[config.mk]
export PLATFORM = sky130hd
export DESIGN_NAME = fifo_axis_reader_flat
export DESIGN_NICKNAME = d
export VERILOG_FILES = /design/src/rtl/fifo_axis_reader_if.sv /design/src/rtl/fifo_axis_reader.sv /design/src/flat_wrapper.sv
export SDC_FILE = /design/constraint.sdc
export NUM_CORES = 1
export LEC_CHECK = 0
export ABC_AREA = 1
export CAP_MARGIN = 30
export CELL_PAD_IN_SITES_DETAIL_PLACEMENT = 1
export CELL_PAD_IN_SITES_GLOBAL_PLACEMENT = 1
export CORE_MARGIN = 1.5
export CORE_UTILIZATION = 32
export CTS_BUF_LIST = sky130_fd_sc_hd__clkbuf_2 sky130_fd_sc_hd__clkbuf_4 sky130_fd_sc_hd__clkbuf_8
export CTS_CLUSTER_SIZE = 12
export DETAILED_ROUTE_END_ITERATION = 8
export GPL_ROUTABILITY_DRIVEN = 0
export PLACE_DENSITY = 0.81
export SLEW_MARGIN = 10
export SYNTH_ARGS = -nofsm -noshare
export SYNTH_HDL_FRONTEND = slang
export SYNTH_SLANG_ARGS = --single-unit
[constraint.sdc]
create_clock -name clk -period 2.29 [get_ports clk]
set_input_delay 0.3435 -clock clk [delete_from_list [all_inputs] [get_ports clk]]
set_output_delay 0.3435 -clock clk [all_outputs]
set_load 0.02 [all_outputs]
[src/rtl/fifo_axis_reader_if.sv]
// fifo_axis_reader_if
// Bundles the FIFO read port and the AXI4-Stream port seen by fifo_axis_reader.
//   fifo_rd_en     : FIFO read strobe (reader -> FIFO)
//   fifo_empty     : FIFO empty flag (FIFO -> reader)
//   fifo_dout      : FIFO read data, valid the cycle after an accepted read
//   m_axis_tdata   : stream data (reader -> sink)
//   m_axis_tvalid  : stream valid (reader -> sink)
//   m_axis_tready  : stream ready (sink -> reader)
//   m_axis_tlast   : end-of-burst marker, present only when
//                    FIFO_AXIS_READER_TLAST_EN is defined
// master modport = the reader's view, slave modport = the environment's view.
interface fifo_axis_reader_if #(
  parameter int B = 160
);
  logic         fifo_rd_en;
  logic         fifo_empty;
  logic [B-1:0] fifo_dout;
  logic [B-1:0] m_axis_tdata;
  logic         m_axis_tvalid;
  logic         m_axis_tready;
`ifdef FIFO_AXIS_READER_TLAST_EN
  logic         m_axis_tlast;

  modport master (
    output fifo_rd_en,
    input  fifo_empty,
    input  fifo_dout,
    output m_axis_tdata,
    output m_axis_tvalid,
    input  m_axis_tready,
    output m_axis_tlast
  );

  modport slave (
    input  fifo_rd_en,
    output fifo_empty,
    output fifo_dout,
    input  m_axis_tdata,
    input  m_axis_tvalid,
    output m_axis_tready,
    input  m_axis_tlast
  );
`else
  modport master (
    output fifo_rd_en,
    input  fifo_empty,
    input  fifo_dout,
    output m_axis_tdata,
    output m_axis_tvalid,
    input  m_axis_tready
  );

  modport slave (
    input  fifo_rd_en,
    output fifo_empty,
    output fifo_dout,
    input  m_axis_tdata,
    input  m_axis_tvalid,
    output m_axis_tready
  );
`endif
endinterface

[src/rtl/fifo_axis_reader.sv]
// fifo_axis_reader
// Drains a 1-cycle-latency FIFO (rd_en/dout/empty) and presents the words as
// an AXI4-Stream master. A 2-entry head/tail buffer absorbs the read latency
// so a continuously ready sink gets one word per clock, and no word is lost
// or duplicated under any backpressure pattern.
//
// Ports:
//   clk       : clock, rising edge
//   rst       : synchronous reset, active high
//   en        : allow new FIFO reads; buffered / in-flight words still drain
//   burst_len : beats per burst (only with FIFO_AXIS_READER_TLAST_EN)
//   bus       : fifo_axis_reader_if.master (FIFO read port + AXIS master)
//   beat_cnt  : wrapping count of accepted beats (tvalid & tready)
//   idle      : buffer empty, no read in flight and en low
//
// Optional feature macro: FIFO_AXIS_READER_TLAST_EN adds burst_len and
// m_axis_tlast. Without it neither port nor any tlast logic exists.
module fifo_axis_reader #(
  parameter int B     = 160,
  parameter int CNT_W = 32
) (
  input  logic                 clk,
  input  logic                 rst,
  input  logic                 en,
`ifdef FIFO_AXIS_READER_TLAST_EN
  input  logic [15:0]          burst_len,
`endif
  fifo_axis_reader_if.master   bus,
  output logic [CNT_W-1:0]     beat_cnt,
  output logic                 idle
);

  // ---------------------------------------------------------------------------
  // State
  // ---------------------------------------------------------------------------
  logic [1:0]       occ_reg, occ_next;
  logic             inflight_reg, inflight_next;
  logic             tvalid_reg, tvalid_next;
  logic [B-1:0]     head_reg, head_next;
  logic [B-1:0]     tail_reg, tail_next;
  logic [CNT_W-1:0] beat_cnt_reg, beat_cnt_next;

  logic             pop;
  logic             rd_en;
  logic [2:0]       pending;
  logic [1:0]       occ_after_pop;

  // ---------------------------------------------------------------------------
  // Read issue
  // ---------------------------------------------------------------------------
  // pending = words that will occupy the buffer after this edge if no new
  // read is issued. A read is only issued when it is guaranteed a slot, which
  // bounds the buffer to 2 entries and makes a stall stop reads after 2 words.
  // tvalid_reg always equals (occ_reg != 0), so pop implies occ_reg >= 1 and
  // the subtraction cannot underflow.
  always_comb begin
    pop     = tvalid_reg & bus.m_axis_tready;
    pending = {1'b0, occ_reg} + {2'b00, inflight_reg} - {2'b00, pop};
    rd_en   = en & ~bus.fifo_empty & (pending < 3'd2);
  end

  // ---------------------------------------------------------------------------
  // Buffer next state
  // ---------------------------------------------------------------------------
  always_comb begin
    head_next     = head_reg;
    tail_next     = tail_reg;
    occ_after_pop = occ_reg - {1'b0, pop};

    // Popping a full buffer promotes the tail word so head stays the oldest.
    if (pop && (occ_reg == 2'd2)) begin
      head_next = tail_reg;
    end

    // The word read last cycle lands in the first free slot after the pop.
    if (inflight_reg) begin
      if (occ_after_pop == 2'd0) begin
        head_next = bus.fifo_dout;
      end else begin
        tail_next = bus.fifo_dout;
      end
    end

    occ_next      = occ_after_pop + {1'b0, inflight_reg};
    tvalid_next   = (occ_next != 2'd0);
    inflight_next = rd_en;
    beat_cnt_next = beat_cnt_reg + CNT_W'(pop);
  end

  // ---------------------------------------------------------------------------
  // State register
  // ---------------------------------------------------------------------------
  // Reset drops everything, including the word whose read was issued in the
  // previous cycle (inflight is cleared, so it is never captured).
  always_ff @(posedge clk) begin
    if (rst) begin
      occ_reg      <= 2'd0;
      inflight_reg <= 1'b0;
      tvalid_reg   <= 1'b0;
      head_reg     <= '0;
      tail_reg     <= '0;
      beat_cnt_reg <= '0;
    end else begin
      occ_reg      <= occ_next;
      inflight_reg <= inflight_next;
      tvalid_reg   <= tvalid_next;
      head_reg     <= head_next;
      tail_reg     <= tail_next;
      beat_cnt_reg <= beat_cnt_next;
    end
  end

  // ---------------------------------------------------------------------------
  // Optional end-of-burst marker
  // ---------------------------------------------------------------------------
`ifdef FIFO_AXIS_READER_TLAST_EN
  logic [15:0] bcnt_reg, bcnt_next;
  logic [15:0] len_reg, len_next;
  logic [15:0] len_eff;
  logic        head_last;

  // At the first beat of a burst the live burst_len applies; it is latched on
  // that beat's pop and used for the rest of the burst. burst_len is expected
  // to be quasi-static between bursts, which keeps tlast stable under stall.
  always_comb begin
    len_eff   = (bcnt_reg == 16'd0) ? burst_len : len_reg;
    head_last = (len_eff <= 16'd1) ||
                (({1'b0, bcnt_reg} + 17'd1) >= {1'b0, len_eff});
    bcnt_next = bcnt_reg;
    len_next  = len_reg;
    if (pop) begin
      if (bcnt_reg == 16'd0) begin
        len_next = burst_len;
      end
      bcnt_next = head_last ? 16'd0 : (bcnt_reg + 16'd1);
    end
  end

  always_ff @(posedge clk) begin
    if (rst) begin
      bcnt_reg <= 16'd0;
      len_reg  <= 16'd0;
    end else begin
      bcnt_reg <= bcnt_next;
      len_reg  <= len_next;
    end
  end

  assign bus.m_axis_tlast = tvalid_reg & head_last;
`endif

  // ---------------------------------------------------------------------------
  // Outputs
  // ---------------------------------------------------------------------------
  assign bus.fifo_rd_en    = rd_en;
  assign bus.m_axis_tdata  = head_reg;
  assign bus.m_axis_tvalid = tvalid_reg;
  assign beat_cnt          = beat_cnt_reg;
  assign idle              = (occ_reg == 2'd0) & ~inflight_reg & ~en;

endmodule

[src/flat_wrapper.sv]
// flat-port wrapper written by rule: the top's interface ports become plain ports
module fifo_axis_reader_flat 
#(
  parameter int B     = 160,
  parameter int CNT_W = 32
)
  (clk, rst, en, beat_cnt, idle, bus_fifo_rd_en, bus_fifo_empty, bus_fifo_dout, bus_m_axis_tdata, bus_m_axis_tvalid, bus_m_axis_tready);
  fifo_axis_reader_if #(.B(B)) bus_i ();
  input  logic clk;
  input  logic rst;
  input  logic en;
  output logic [CNT_W-1:0] beat_cnt;
  output logic idle;
  output wire logic [$bits(bus_i.fifo_rd_en)-1:0] bus_fifo_rd_en;
  input wire logic [$bits(bus_i.fifo_empty)-1:0] bus_fifo_empty;
  input wire logic [$bits(bus_i.fifo_dout)-1:0] bus_fifo_dout;
  output wire logic [$bits(bus_i.m_axis_tdata)-1:0] bus_m_axis_tdata;
  output wire logic [$bits(bus_i.m_axis_tvalid)-1:0] bus_m_axis_tvalid;
  input wire logic [$bits(bus_i.m_axis_tready)-1:0] bus_m_axis_tready;
  assign bus_fifo_rd_en = bus_i.fifo_rd_en;
  assign bus_i.fifo_empty = bus_fifo_empty;
  assign bus_i.fifo_dout = bus_fifo_dout;
  assign bus_m_axis_tdata = bus_i.m_axis_tdata;
  assign bus_m_axis_tvalid = bus_i.m_axis_tvalid;
  assign bus_i.m_axis_tready = bus_m_axis_tready;
  fifo_axis_reader #(.B(B), .CNT_W(CNT_W)) u_core (.clk(clk), .rst(rst), .en(en), .bus(bus_i), .beat_cnt(beat_cnt), .idle(idle));
endmodule
* After elaboration in Yosys (flattened, before gate mapping)
Cells that the tools add are included.
** Operators by class
- $lt $le $gt $ge :: 1
- Mux-type cells :: 3
- Add/subtract/negate cells :: 5
- Bitwise gates (word level) :: 9
- Shifts and indexed selects :: 0
- Reductions and logical operators :: 5
- Divide/modulo/power cells :: 0
- $mul :: 0
- Eq/ne operators :: 1
** Operators by type and width (number)
- 160-bit two-way mux :: 3
- 32-bit by 1-bit adder with 32-bit output :: 1
- 1-bit AND :: 5
- 2-bit logical NOT :: 2
- 1-bit NOT :: 4
- 2-bit by 1-bit adder with 3-bit output :: 1
- 3-bit by 2-bit less-than comparator with 1-bit output (second input constant) :: 1
- 3-bit by 1-bit subtractor with 3-bit output :: 1
- 2-bit by 1-bit adder with 2-bit output :: 1
- 2-bit equality test (second input constant) :: 1
- 2-bit AND reduction :: 1
- 2-bit nonzero test :: 1
- 2-bit by 1-bit subtractor with 2-bit output :: 1
- 1-bit logical AND :: 1
** Storage, ports and cells
- Register bits :: 356
- Input port bits :: 165
- Memory bits (read-only) :: 0
- Memories kept :: 0
- Bits in writable memories :: 0
- Bits in latches :: 0
- Output and inout bits :: 195

* Depth between registers and ports, before layout
Gate-level depths: netlist (run 1).
- Depth in word-level cells :: 5
- Gate-level depth with buffers :: 14
- Mapped depth without buffers :: 12

* Worst setup path before layout (run 1)
No wires, ideal clock.
- Path kind :: register -> register
- From :: register u_core.tvalid_reg, in the netlist u_core.bus.m_axis_tvalid
- To :: register u_core.beat_cnt_reg[18], in the netlist u_core.beat_cnt[18]
- Buffers on the path :: 2
- Setup slack :: -0.205 ns
- Cell stages (with the launch flop) :: 13
- Arrival time :: 2.379 ns
- Setup time :: 0.116 ns
- Cell sequence :: dfxtp_1 > nand2_1 > inv_2 > buf_2 > buf_1 > ha_1 > ha_1 > nand2_1 > nor2_1 > nand2_1 > nor2_2 > and3_1 > nor2_1
** On the way
- Word-level cells in the longest chain between the ends :: 2
** Ends and longest elaborated chain
- from (decl) :: RTL line fifo_axis_reader.sv:38 : logic tvalid_reg, tvalid_next;
- from (signal assigned) :: RTL line fifo_axis_reader.sv:106 : tvalid_reg <= tvalid_next;
- 1-bit AND :: RTL line fifo_axis_reader.sv:57 : pop = tvalid_reg & bus.m_axis_tready;
- 32-bit by 1-bit adder with 32-bit output :: RTL line fifo_axis_reader.sv:87 : beat_cnt_next = beat_cnt_reg + CNT_W'(pop);
- to (signal assigned) :: RTL line fifo_axis_reader.sv:109 : beat_cnt_reg <= beat_cnt_next;
- to (decl) :: RTL line fifo_axis_reader.sv:41 : logic [CNT_W-1:0] beat_cnt_reg, beat_cnt_next;
No other way between the ends.
A chain may end at the register's enable or synchronous reset.

* Final worst setup path (run 1)
- From :: register u_core.tvalid_reg, in the netlist u_core.bus.m_axis_tvalid
- To :: output port bus_fifo_rd_en
** On the way
- Word-level cells in the longest chain between the ends :: 4
** Ends and longest elaborated chain
- 1-bit AND :: RTL line fifo_axis_reader.sv:57
- 3-bit by 1-bit subtractor with 3-bit output :: RTL line fifo_axis_reader.sv:58 : pending = {1'b0, occ_reg} + {2'b00, inflight_reg} - {2'b00, pop};
- 3-bit by 2-bit less-than comparator with 1-bit output :: RTL line fifo_axis_reader.sv:59 : rd_en = en & ~bus.fifo_empty & (pending < 3'd2);
- 1-bit AND :: RTL line fifo_axis_reader.sv:59
- to (decl) :: RTL line flat_wrapper.sv:14 : output wire logic [$bits(bus_i.fifo_rd_en)-1:0] bus_fifo_rd_en;
No other way between the ends.

==> metrics.md, run 1 <==
| Metric | Value |
|---|---|
| Hold Crit Class | `in2reg` |
| Pwr Density | `962 nW/um^2` |
| Syn_area_per_cell | `6.75 sq um` |
| Overflow after GRT | `0` |
| CP max stage delay | `0.48 ns` |
| First-pass GRT wire length | `86,500 um` |
| Row cnt | `79` |
| Share of layout cells above drive strength 1 | `7.57%` |
| Violated checks | `negative setup slack` |
| Post-synthesis instance total | `2,226` |
| Hold WS | `0.309 ns` |
| Final instance count without filler cells | `3,212` |
| Final wirelength | `55,400 um` |
| Reg2Reg Depth | `11` |
| Chip width | `220 um` |
| Syn Nets | `2,396` |
| Num CTS Buffers | `60` |
| Area leader, netlist | `dfxtp_1` |
| Hold-fix buffers, CTS | `0` |
| Avg Vias per Cell | `4.99` |
| Post-synth EDFFs | `0` |
| First-pass iteration count of the detailed router | `5` |
| Distinct cell type count after synthesis | `28` |
| # Max-Cap Violations | `0` |
| Worst path required time | `1.95 ns` |
| Predominant post-synthesis flop cell | `dfxtp_1` |
| Die area | `48,200 sq um` |
| Seq cells post-synth | `356` |
| Top cells by area, synth | `dfxtp_1 (47%), nor2_1 (18%), nand2_1 (10%)` |
| RSZ-0062 raised after global routing | `true` |
| Commonest cells in the netlist | `nor2_1 (707), nand2_1 (409), dfxtp_1 (356)` |
| Worst-Margin Slew | `0.551 ns` |
| DR DRC count | `0` |
| Initial Util | `32.3%` |
| Critical path arrival | `2.16 ns` |
| Clock Pin Slew Worst Setup and Hold Paths | `0.07 ns` |
| Yosys top cell area share | `47.5%` |
| Mapped Area | `15,000 sq um` |
| H-tree depth | `2` |
| Crit path to | `bus_fifo_rd_en` |
| Crit Path Max Fanout | `3` |
| Reg-to-reg critical path startpoint | `u_core.occ_reg[0]$_SDFF_PP0_` |
| Placed Instances | `3,094` |
| Clk Latency, worst-skew pair | `0.65 ns` |
| Setup crit start kind | `register` |
| Fin util | `45.1%` |
| CTS Buffer Depth | `3` |
| R2r setup slk | `0.15 ns` |
| Critical path, cell by cell | `nand2_4, inv_6, nand2_4, nand2_2, inv_2, nand2_2, fa_1, nand3b_1, nor2_1, buf_4` |
| Ports | `360` |
| Final setup violating endpoints | `1` |
| Worst setup EP type | `primary output` |
| Reg-to-reg endpoint | `u_core.tail_reg[13]$_SDFFE_PP0P_` |
| Peak Freq | `399 MHz` |
| Die height | `220 um` |
| Clk root buf | `clkbuf_8` |
| Hpwl dp | `35,500 um` |
| Register area share after synthesis | `47.5%` |
| Ys async rst share | `0%` |
| Vias in the first global route | `16,800` |
| Ratio of final minimum period to clock period | `109%` |
| Post-route cell area | `21,000 sq um` |
| Core Area | `46,500 sq um` |
| Worst Path Buf+Inv | `3` |
| Count of final hold-check violations | `0` |
| Critical Path Stages | `10` |
| Initial antenna violation count | `5` |
| Largest net degree at the start of global routing | `162` |
| CP Class | `reg2out` |
| CTS tree | `built` |
| Rel. slew slack | `63.3%` |
| Clock sinks | `356` |
| Yosys warns | `0` |
| Total chip power | `20.2 mW` |
| Drt wl/cell | `17.3 um` |
| LEAKAGE | `8.35 nW` |
| Crit path max-delay family | `adder cells` |
| Critical Path Slowest Stage Cell | `fa_1` |
| Final min period | `2.50 ns` |
| Count of pins over their slew limit | `0` |
| Area growth, synth to finish | `39.6%` |
| Initial DRC count | `757` |
| Max rail drop VDD | `0.000548 V` |
| Final #Nets | `2,721` |
| Final ANT Viol Nets | `0` |
| Status | `complete, but fails checks` |
| Final WS setup | `-0.214 ns` |
| Critical path launch point | `u_core.bus.m_axis_tvalid$_SDFF_PP0_` |
| Clock skew | `0.0199 ns` |
| Vias | `16,000` |
| Placed Area | `19,500 sq um` |
| Gr usage total | `22.2%` |
| Port Buffer Count | `359` |
| Cell with the most instances after synthesis | `nor2_1` |
## metrics by stage
stage	TNS (ns)	setup slack [ns]
floorplan	0	0.0587
global placement	-110.78	-0.621
detailed placement	-125.29	-0.637
CTS	-0.299	-0.299
global route	-0.319	-0.319
finish	-0.214	-0.214
## worst min-delay path by stage
stage | from | to | slack, ns | cells after the start
2_1_floorplan | u_core.tail_reg[0]$_SDFFE_PP0P_ | u_core.tail_reg[0]$_SDFFE_PP0P_ | 0.46 | 2
3_3_place_gp | u_core.beat_cnt[31]$_SDFF_PP0_ | u_core.beat_cnt[31]$_SDFF_PP0_ | 0.46 | 2
3_5_place_dp | u_core.tail_reg[22]$_SDFFE_PP0P_ | u_core.tail_reg[22]$_SDFFE_PP0P_ | 0.47 | 2
4_1_cts | bus_fifo_dout[129] | u_core.bus.m_axis_tdata[129]$_SDFF_PP0_ | 0.25 | 3
5_1_grt | bus_fifo_dout[140] | u_core.bus.m_axis_tdata[140]$_SDFF_PP0_ | 0.29 | 3
6_report | bus_fifo_dout[134] | u_core.bus.m_axis_tdata[134]$_SDFF_PP0_ | 0.31 | 3
## tightest hold or removal path: cells and delay by family
kind	cells	cell delay, ns
buffers and inverters	1	0.42
and+or+nand+nor	2	0.16
## power by group
group          switching (mW)  internal (mW)
combinational            3.66           2.46
sequential              0.526           7.11
clock                    2.71           3.71
total                    6.90           13.3
## metal layers
layer	up-vias	wire length [um]	global-route usage [%]
li1	7781	-	-
met1	7746	23100	25.7
met2	373	27400	39.3
met3	113	3250	5.31
met4	4	1640	8.30
met5	-	26	0
## final cells by class
type                    instances  area [sq um]
diodes                          4          10.0
clock buffers                  97          1220
fillers                      5876         25500
clock inverters                15           158
repair buffers                421          4390
multi-input cells            1667          7110
inverters                      45           191
well taps                     607           759
flip-flops and latches        356          7130
## placed cells by master, fill, tap and decap left out, types with 3 or more instances in the layout
cell,count
a21oi_1,22
buf_12,23
buf_4,36
bufinv_16,3
clkbuf_4,18
clkbuf_8,79
clkdlybuf4s50_1,357
clkinv_2,9
clkinvlp_4,3
dfxtp_1,354
diode_2,4
ha_1,4
inv_1,38
inv_2,3
nand2_1,403
nand2_2,3
nand2_4,3
nand3_1,219
nor2_1,704
nor2_4,4
o21ai_0,99
o21ai_1,188
xnor2_1,3
xor2_1,3
## cells by family after synthesis
group                    count (synthesis)  share of synthesized area, %
AO/OA/AOI/OAI                          311                          10.4
XOR/XNOR                                 6                         0.350
adder cells (fa/ha/maj)                  5                         0.467
buffers and inverters                  203                          5.68
flip-flops                             356                          47.5
AND/OR/NAND/NOR                       1345                          35.7
## timing repair
action / CTS / global route
hold endpoints to repair: 0 / 0
endpoints found under the setup margin: 12 / 123
gates cloned: 0 / 1
pin swaps: 5 / 4
buffers inserted: 1 / 0
gates resized for setup: 14 / 10
Note: power is estimated with default switching activity, not from simulation.
==> run 2: changes to the inputs <==
==> constraint.sdc (replaced) <==
create_clock -name clk -period 2.29 [get_ports clk]
set_input_delay 0.458 -clock clk [delete_from_list [all_inputs] [get_ports clk]]
set_output_delay 0.458 -clock clk [all_outputs]
set_load 0.02 [all_outputs]
==> metrics.md, run 2 (synthesis gave the netlist of run 1 again) <==
| Metric | Value |
|---|---|
| Violated checks | `negative setup slack` |
| Final #Nets | `2,767` |
| Area growth, synth to finish | `43.5%` |
| First-pass iteration count of the detailed router | `5` |
| Fillcell total | `5,827` |
| Worst path required time | `1.83 ns` |
| Port Buffer Count | `359` |
| Ports | `360` |
| Most frequent cells in the layout | `nor2_1 (705), nand2_1 (403), clkdlybuf4s50_1 (357)` |
| Overflow after GRT | `0` |
| CTS tree | `built` |
| H-tree depth | `3` |
| Num CTS Buffers | `68` |
| Drt wl/cell | `17.6 um` |
| Peak Freq | `373 MHz` |
| Initial antenna violation count | `1` |
| Final wirelength | `57,400 um` |
| Max rail drop VDD | `0.000436 V` |
| Row cnt | `79` |
| Clock skew | `0.0249 ns` |
| TNS Setup | `-0.390 ns` |
| # Max-Cap Violations | `0` |
| Rel. slew slack | `57.1%` |
| Area of the multi-input gates | `7110 sq um` |
| Reg area | `7130 sq um` |
| Die area | `48,200 sq um` |
| CTS Buffer Depth | `3` |
| Dpl ws | `-0.925 ns` |
| Avg Vias per Cell | `4.99` |
| Share of layout cells above drive strength 1 | `9.08%` |
| Worst setup EP type | `primary output` |
| Hold WS | `0.448 ns` |
| Final min period | `2.68 ns` |
| Count of final hold-check violations | `0` |
| Vias in the first global route | `17,100` |
| Clk root buf | `clkbuf_8` |
| Final setup violating endpoints | `1` |
| CP Class | `in2out` |
| Count of pins over their slew limit | `0` |
| Commonest non-fill, non-tap cell in the layout | `nor2_1` |
| First-pass GRT wire length | `88,200 um` |
| Ratio of final minimum period to clock period | `117%` |
| Hpwl dp | `36,900 um` |
| LEAKAGE | `8.66 nW` |
| Ant. Diodes | `0` |
| Crit Path Max Fanout | `3` |
| DR DRC count | `0` |
| Final ANT Viol Nets | `0` |
| Final instance count without filler cells | `3,251` |
| Largest net degree at the start of global routing | `119` |
| Hold Crit Class | `in2reg` |
| Chip width | `220 um` |
| Initial Util | `32.3%` |
| Placed Instances | `3,116` |
| Die height | `220 um` |
| Status | `complete, but fails checks` |
| Pwr Density | `968 nW/um^2` |
| Core Area | `46,500 sq um` |
| Worst-Margin Slew | `0.643 ns` |
| Clk Latency, worst-skew pair | `0.63 ns` |
| Gr usage total | `22.9%` |
| Setup crit start kind | `primary input` |
| RSZ-0062 raised after global routing | `true` |
| Critical path arrival | `2.22 ns` |
| Vias | `16,200` |
| Clock sinks | `356` |
| Initial DRC count | `791` |
| Clock Pin Slew Worst Setup and Hold Paths | `0.06 ns` |
| Hold-fix buffers, CTS | `0` |
| Final WS setup | `-0.390 ns` |
-- run 2: cell types whose count changed in the layout (fill, tap and decap cells not counted), moves of 3 or more --
cell and delta:
buf_4 +22, buf_12 +4, buf_16 +4, clkbuf_8 +4, clkbuf_16 +4, clkinv_2 -3, diode_2 -4
-- run 2: critical path, cell delays in order --
cell and delay [ns]:
clkdlybuf4s50_1 0.46, nand2_4 0.12, inv_6 0.04, nand2_2 0.06, nand2_2 0.07, inv_2 0.07
nand2_2 0.05, fa_1 0.48, nand3b_1 0.11, nor2_1 0.14, buf_4 0.16
-- run 2: worst paths after layout --
check                                         start  cells after the start  slack [ns]                                      end
setup reg to reg       u_core.occ_reg[0]$_SDFF_PP0_                     12        0.02         u_core.tail_reg[80]$_SDFFE_PP0P_
hold / removal                   bus_fifo_dout[140]                      3        0.45  u_core.bus.m_axis_tdata[140]$_SDFF_PP0_
setup / recovery                  bus_m_axis_tready                     11       -0.39                           bus_fifo_rd_en
hold reg to reg   u_core.tail_reg[125]$_SDFFE_PP0P_                      2        0.48        u_core.tail_reg[125]$_SDFFE_PP0P_
-- run 2: power breakdown --
group | internal [mW] | switching, mW
Clock | 3.94 | 2.80
Combinational | 2.70 | 3.78
Sequential | 7.12 | 0.539
Total | 13.8 | 7.12
-- run 2: repair_timing --
item / 4_1_cts / 5_1_grt
cloned: 1 / 6
pin swaps: 4 / 2
resized for setup: 18 / 18
endpoints found under the setup margin: 100 / 240
buffers inserted: 4 / 7
-- run 2: through the flow --
step / util, % / area [sq um] / power, mW
6_report: 46.4 / 21600 / 20.9
5_1_grt: 46.4 / 21600 / 22.0
4_1_cts: 45.8 / 21300 / 20.9
3_5_place_dp: 42.5 / 19800 / 14.0
3_3_place_gp: 42.5 / 19800 / 13.7
2_1_floorplan: - / 15000 / 11.0
-- run 2: metal layers --
layer	GRT usage, %	wire, um	up-vias
met5	0	11	-
met4	9.27	1630	2
met3	5.48	3190	102
met2	41.3	28800	365
met1	25.8	23700	7897
li1	-	-	7860
-- run 2: cell type report --
class / count / area share [%]
Sequential cell: 356 / 33.1
Multi-Input combinational cell: 1668 / 33.0
Timing Repair Buffer: 458 / 22.7
Clock buffer: 103 / 6.00
Tap cell: 607 / 3.52
Inverter: 45 / 0.958
Clock inverter: 14 / 0.743
==> run 3: changes to the inputs <==
--- a/config.mk
+++ b/config.mk
@@ -10,12 +10,12 @@
 export CELL_PAD_IN_SITES_DETAIL_PLACEMENT = 1
 export CELL_PAD_IN_SITES_GLOBAL_PLACEMENT = 1
 export CORE_MARGIN = 1.5
-export CORE_UTILIZATION = 32
+export CORE_UTILIZATION = 39
 export CTS_BUF_LIST = sky130_fd_sc_hd__clkbuf_2 sky130_fd_sc_hd__clkbuf_4 sky130_fd_sc_hd__clkbuf_8
 export CTS_CLUSTER_SIZE = 12
 export DETAILED_ROUTE_END_ITERATION = 8
 export GPL_ROUTABILITY_DRIVEN = 0
-export PLACE_DENSITY = 0.81
+export PLACE_DENSITY = 0.91
 export SLEW_MARGIN = 10
 export SYNTH_ARGS = -nofsm -noshare
 export SYNTH_HDL_FRONTEND = slang
==> constraint.sdc (replaced) <==
create_clock -name clk -period 3.2 [get_ports clk]
set_input_delay 0.64 -clock clk [delete_from_list [all_inputs] [get_ports clk]]
set_output_delay 0.64 -clock clk [all_outputs]
set_load 0.02 [all_outputs]
==> metrics.md, run 3 (synthesis gave the netlist of run 1 again) <==
| Metric | Value |
|---|---|
| Status | `finished clean` |
| Ratio of final minimum period to clock period | `96.8%` |
| Die height | `199 um` |
| Critical path arrival | `2.46 ns` |
| CP Class | `in2out` |
| Total chip power | `14.0 mW` |
| Initial antenna violation count | `8` |
| Placed Instances | `2,973` |
| Rel. slew slack | `20.7%` |
| Worst path required time | `2.56 ns` |
| Overflow after GRT | `0` |
| Max rail drop VDD | `0.000365 V` |
| LEAKAGE | `8.11 nW` |
| Clock sinks | `356` |
| Crit path to | `bus_fifo_rd_en` |
| Reg-to-reg critical path startpoint | `u_core.bus.m_axis_tvalid$_SDFF_PP0_` |
| Reg-to-reg endpoint | `u_core.beat_cnt[22]$_SDFF_PP0_` |
| Largest net degree at the start of global routing | `161` |
| Post-CTS setup buffer count | `0` |
| Clock Pin Slew Worst Setup and Hold Paths | `0.06 ns` |
| Port Buffer Count | `359` |
| Initial DRC count | `707` |
| Reg2Reg Depth | `12` |
| Commonest non-fill, non-tap cell in the layout | `nor2_1` |
| Initial Util | `39.8%` |
| Area growth, synth to finish | `35.8%` |
| Final wirelength | `55,700 um` |
| CTS Buffer Depth | `3` |
| Worst-Margin Slew | `1.19 ns` |
| Dpl ws | `-0.348 ns` |
| Final min period | `3.10 ns` |
| RSZ-0062 raised after global routing | `false` |
| First-pass iteration count of the detailed router | `4` |
| Drt wl/cell | `18.0 um` |
| DR DRC count | `0` |
| Share of layout cells above drive strength 1 | `6.34%` |
| Final WS setup | `0.101 ns` |
| Setup crit start kind | `primary input` |
| Clock skew | `0.0170 ns` |
| Peak Freq | `323 MHz` |
| R2r setup slk | `0.57 ns` |
| Hold Crit Class | `reg2reg` |
| Ports | `360` |
| Die area | `39,700 sq um` |
| Final #Nets | `2,694` |
| Vias | `16,200` |
| H-tree depth | `2` |
| Count of final hold-check violations | `0` |
| Hold-fix buffers, CTS | `0` |
| Most frequent cells in the layout | `nor2_1 (707), nand2_1 (405), clkdlybuf4s50_1 (358)` |
| Hold WS | `0.482 ns` |
| Crit Path Max Fanout | `3` |
| Avg Vias per Cell | `5.25` |
| Critical path launch point | `bus_m_axis_tready` |
| TNS Setup | `0 ns` |
| Final instance count without filler cells | `3,085` |
| Vias in the first global route | `17,100` |
| CTS tree | `built` |
| Count of pins over their slew limit | `0` |
| Gr usage total | `27.6%` |
| # Max-Cap Violations | `0` |
| Final ANT Viol Nets | `0` |
| Clk Latency, worst-skew pair | `0.66 ns` |
| Hpwl dp | `34,600 um` |
| Pwr Density | `688 nW/um^2` |
| First-pass GRT wire length | `87,800 um` |
| Worst setup EP type | `primary output` |
| Chip width | `199 um` |
| Final setup violating endpoints | `0` |
| Clk root buf | `clkbuf_8` |
| Row cnt | `71` |
| Num CTS Buffers | `60` |
| Core Area | `37,800 sq um` |
-- run 3: timing repair --
action / in CTS / in global routing
endpoints found under the setup margin: 1 / 1
pin swaps: 0 / 1
gates resized for setup: 6 / 6
-- run 3: through the flow --
stage	utilization [%]	cell area, sq um
3_3_place_gp	50.6	19100
5_1_grt	54.0	20400
3_5_place_dp	50.6	19100
4_1_cts	54.0	20400
6_report	54.0	20400
2_1_floorplan	-	15000
-- run 3: worst min path at each step --
| stage | endpoint | cells past startpoint | startpoint |
|---|---|---|---|
| final | u_core.tail_reg[145]$_SDFFE_PP0P_ | 2 | u_core.tail_reg[145]$_SDFFE_PP0P_ |
| after global routing | u_core.tail_reg[58]$_SDFFE_PP0P_ | 2 | u_core.tail_reg[58]$_SDFFE_PP0P_ |
| after CTS | u_core.tail_reg[134]$_SDFFE_PP0P_ | 2 | u_core.tail_reg[134]$_SDFFE_PP0P_ |
| after detailed placement | u_core.tail_reg[134]$_SDFFE_PP0P_ | 2 | u_core.tail_reg[134]$_SDFFE_PP0P_ |
| after global placement | u_core.tail_reg[120]$_SDFFE_PP0P_ | 2 | u_core.tail_reg[120]$_SDFFE_PP0P_ |
| after floorplan | u_core.tail_reg[0]$_SDFFE_PP0P_ | 2 | u_core.tail_reg[0]$_SDFFE_PP0P_ |
-- run 3: final cells by class --
| cell class | count | area (sq um) |
|---|---|---|
| Fill cell | 4830 | 17400 |
| Sequential cell | 356 | 7130 |
| Multi-Input combinational cell | 1667 | 7090 |
| Timing Repair Buffer | 394 | 4090 |
| Clock buffer | 101 | 1210 |
| Tap cell | 511 | 639 |
| Inverter | 45 | 189 |
| Clock inverter | 8 | 45.0 |
| Antenna cell | 3 | 7.51 |
-- run 3: worst max-delay path: stages --
cell and delay [ns]:
clkdlybuf4s50_1 0.49, nand2_2 0.11, nand2_2 0.10, nand2_2 0.08, inv_2 0.06, nand2_1 0.07
fa_2 0.54, nand3b_1 0.10, nor2_1 0.12, buf_4 0.15
-- run 3: per-layer routing --
metal	GRT usage (%)	part of all wire [%]
met1	31.2	39
met3	7.78	7.1
met5	0	0.12
met2	47.9	49
met4	13.2	4.2
-- run 3: report_power, final --
group / internal, mW / leakage [nW] / switching [mW]
logic: 1.65 / 4.54 / 2.64
clock network: 2.37 / 0.677 / 1.91
registers: 5.09 / 2.88 / 0.389
total: 9.11 / 8.11 / 4.93
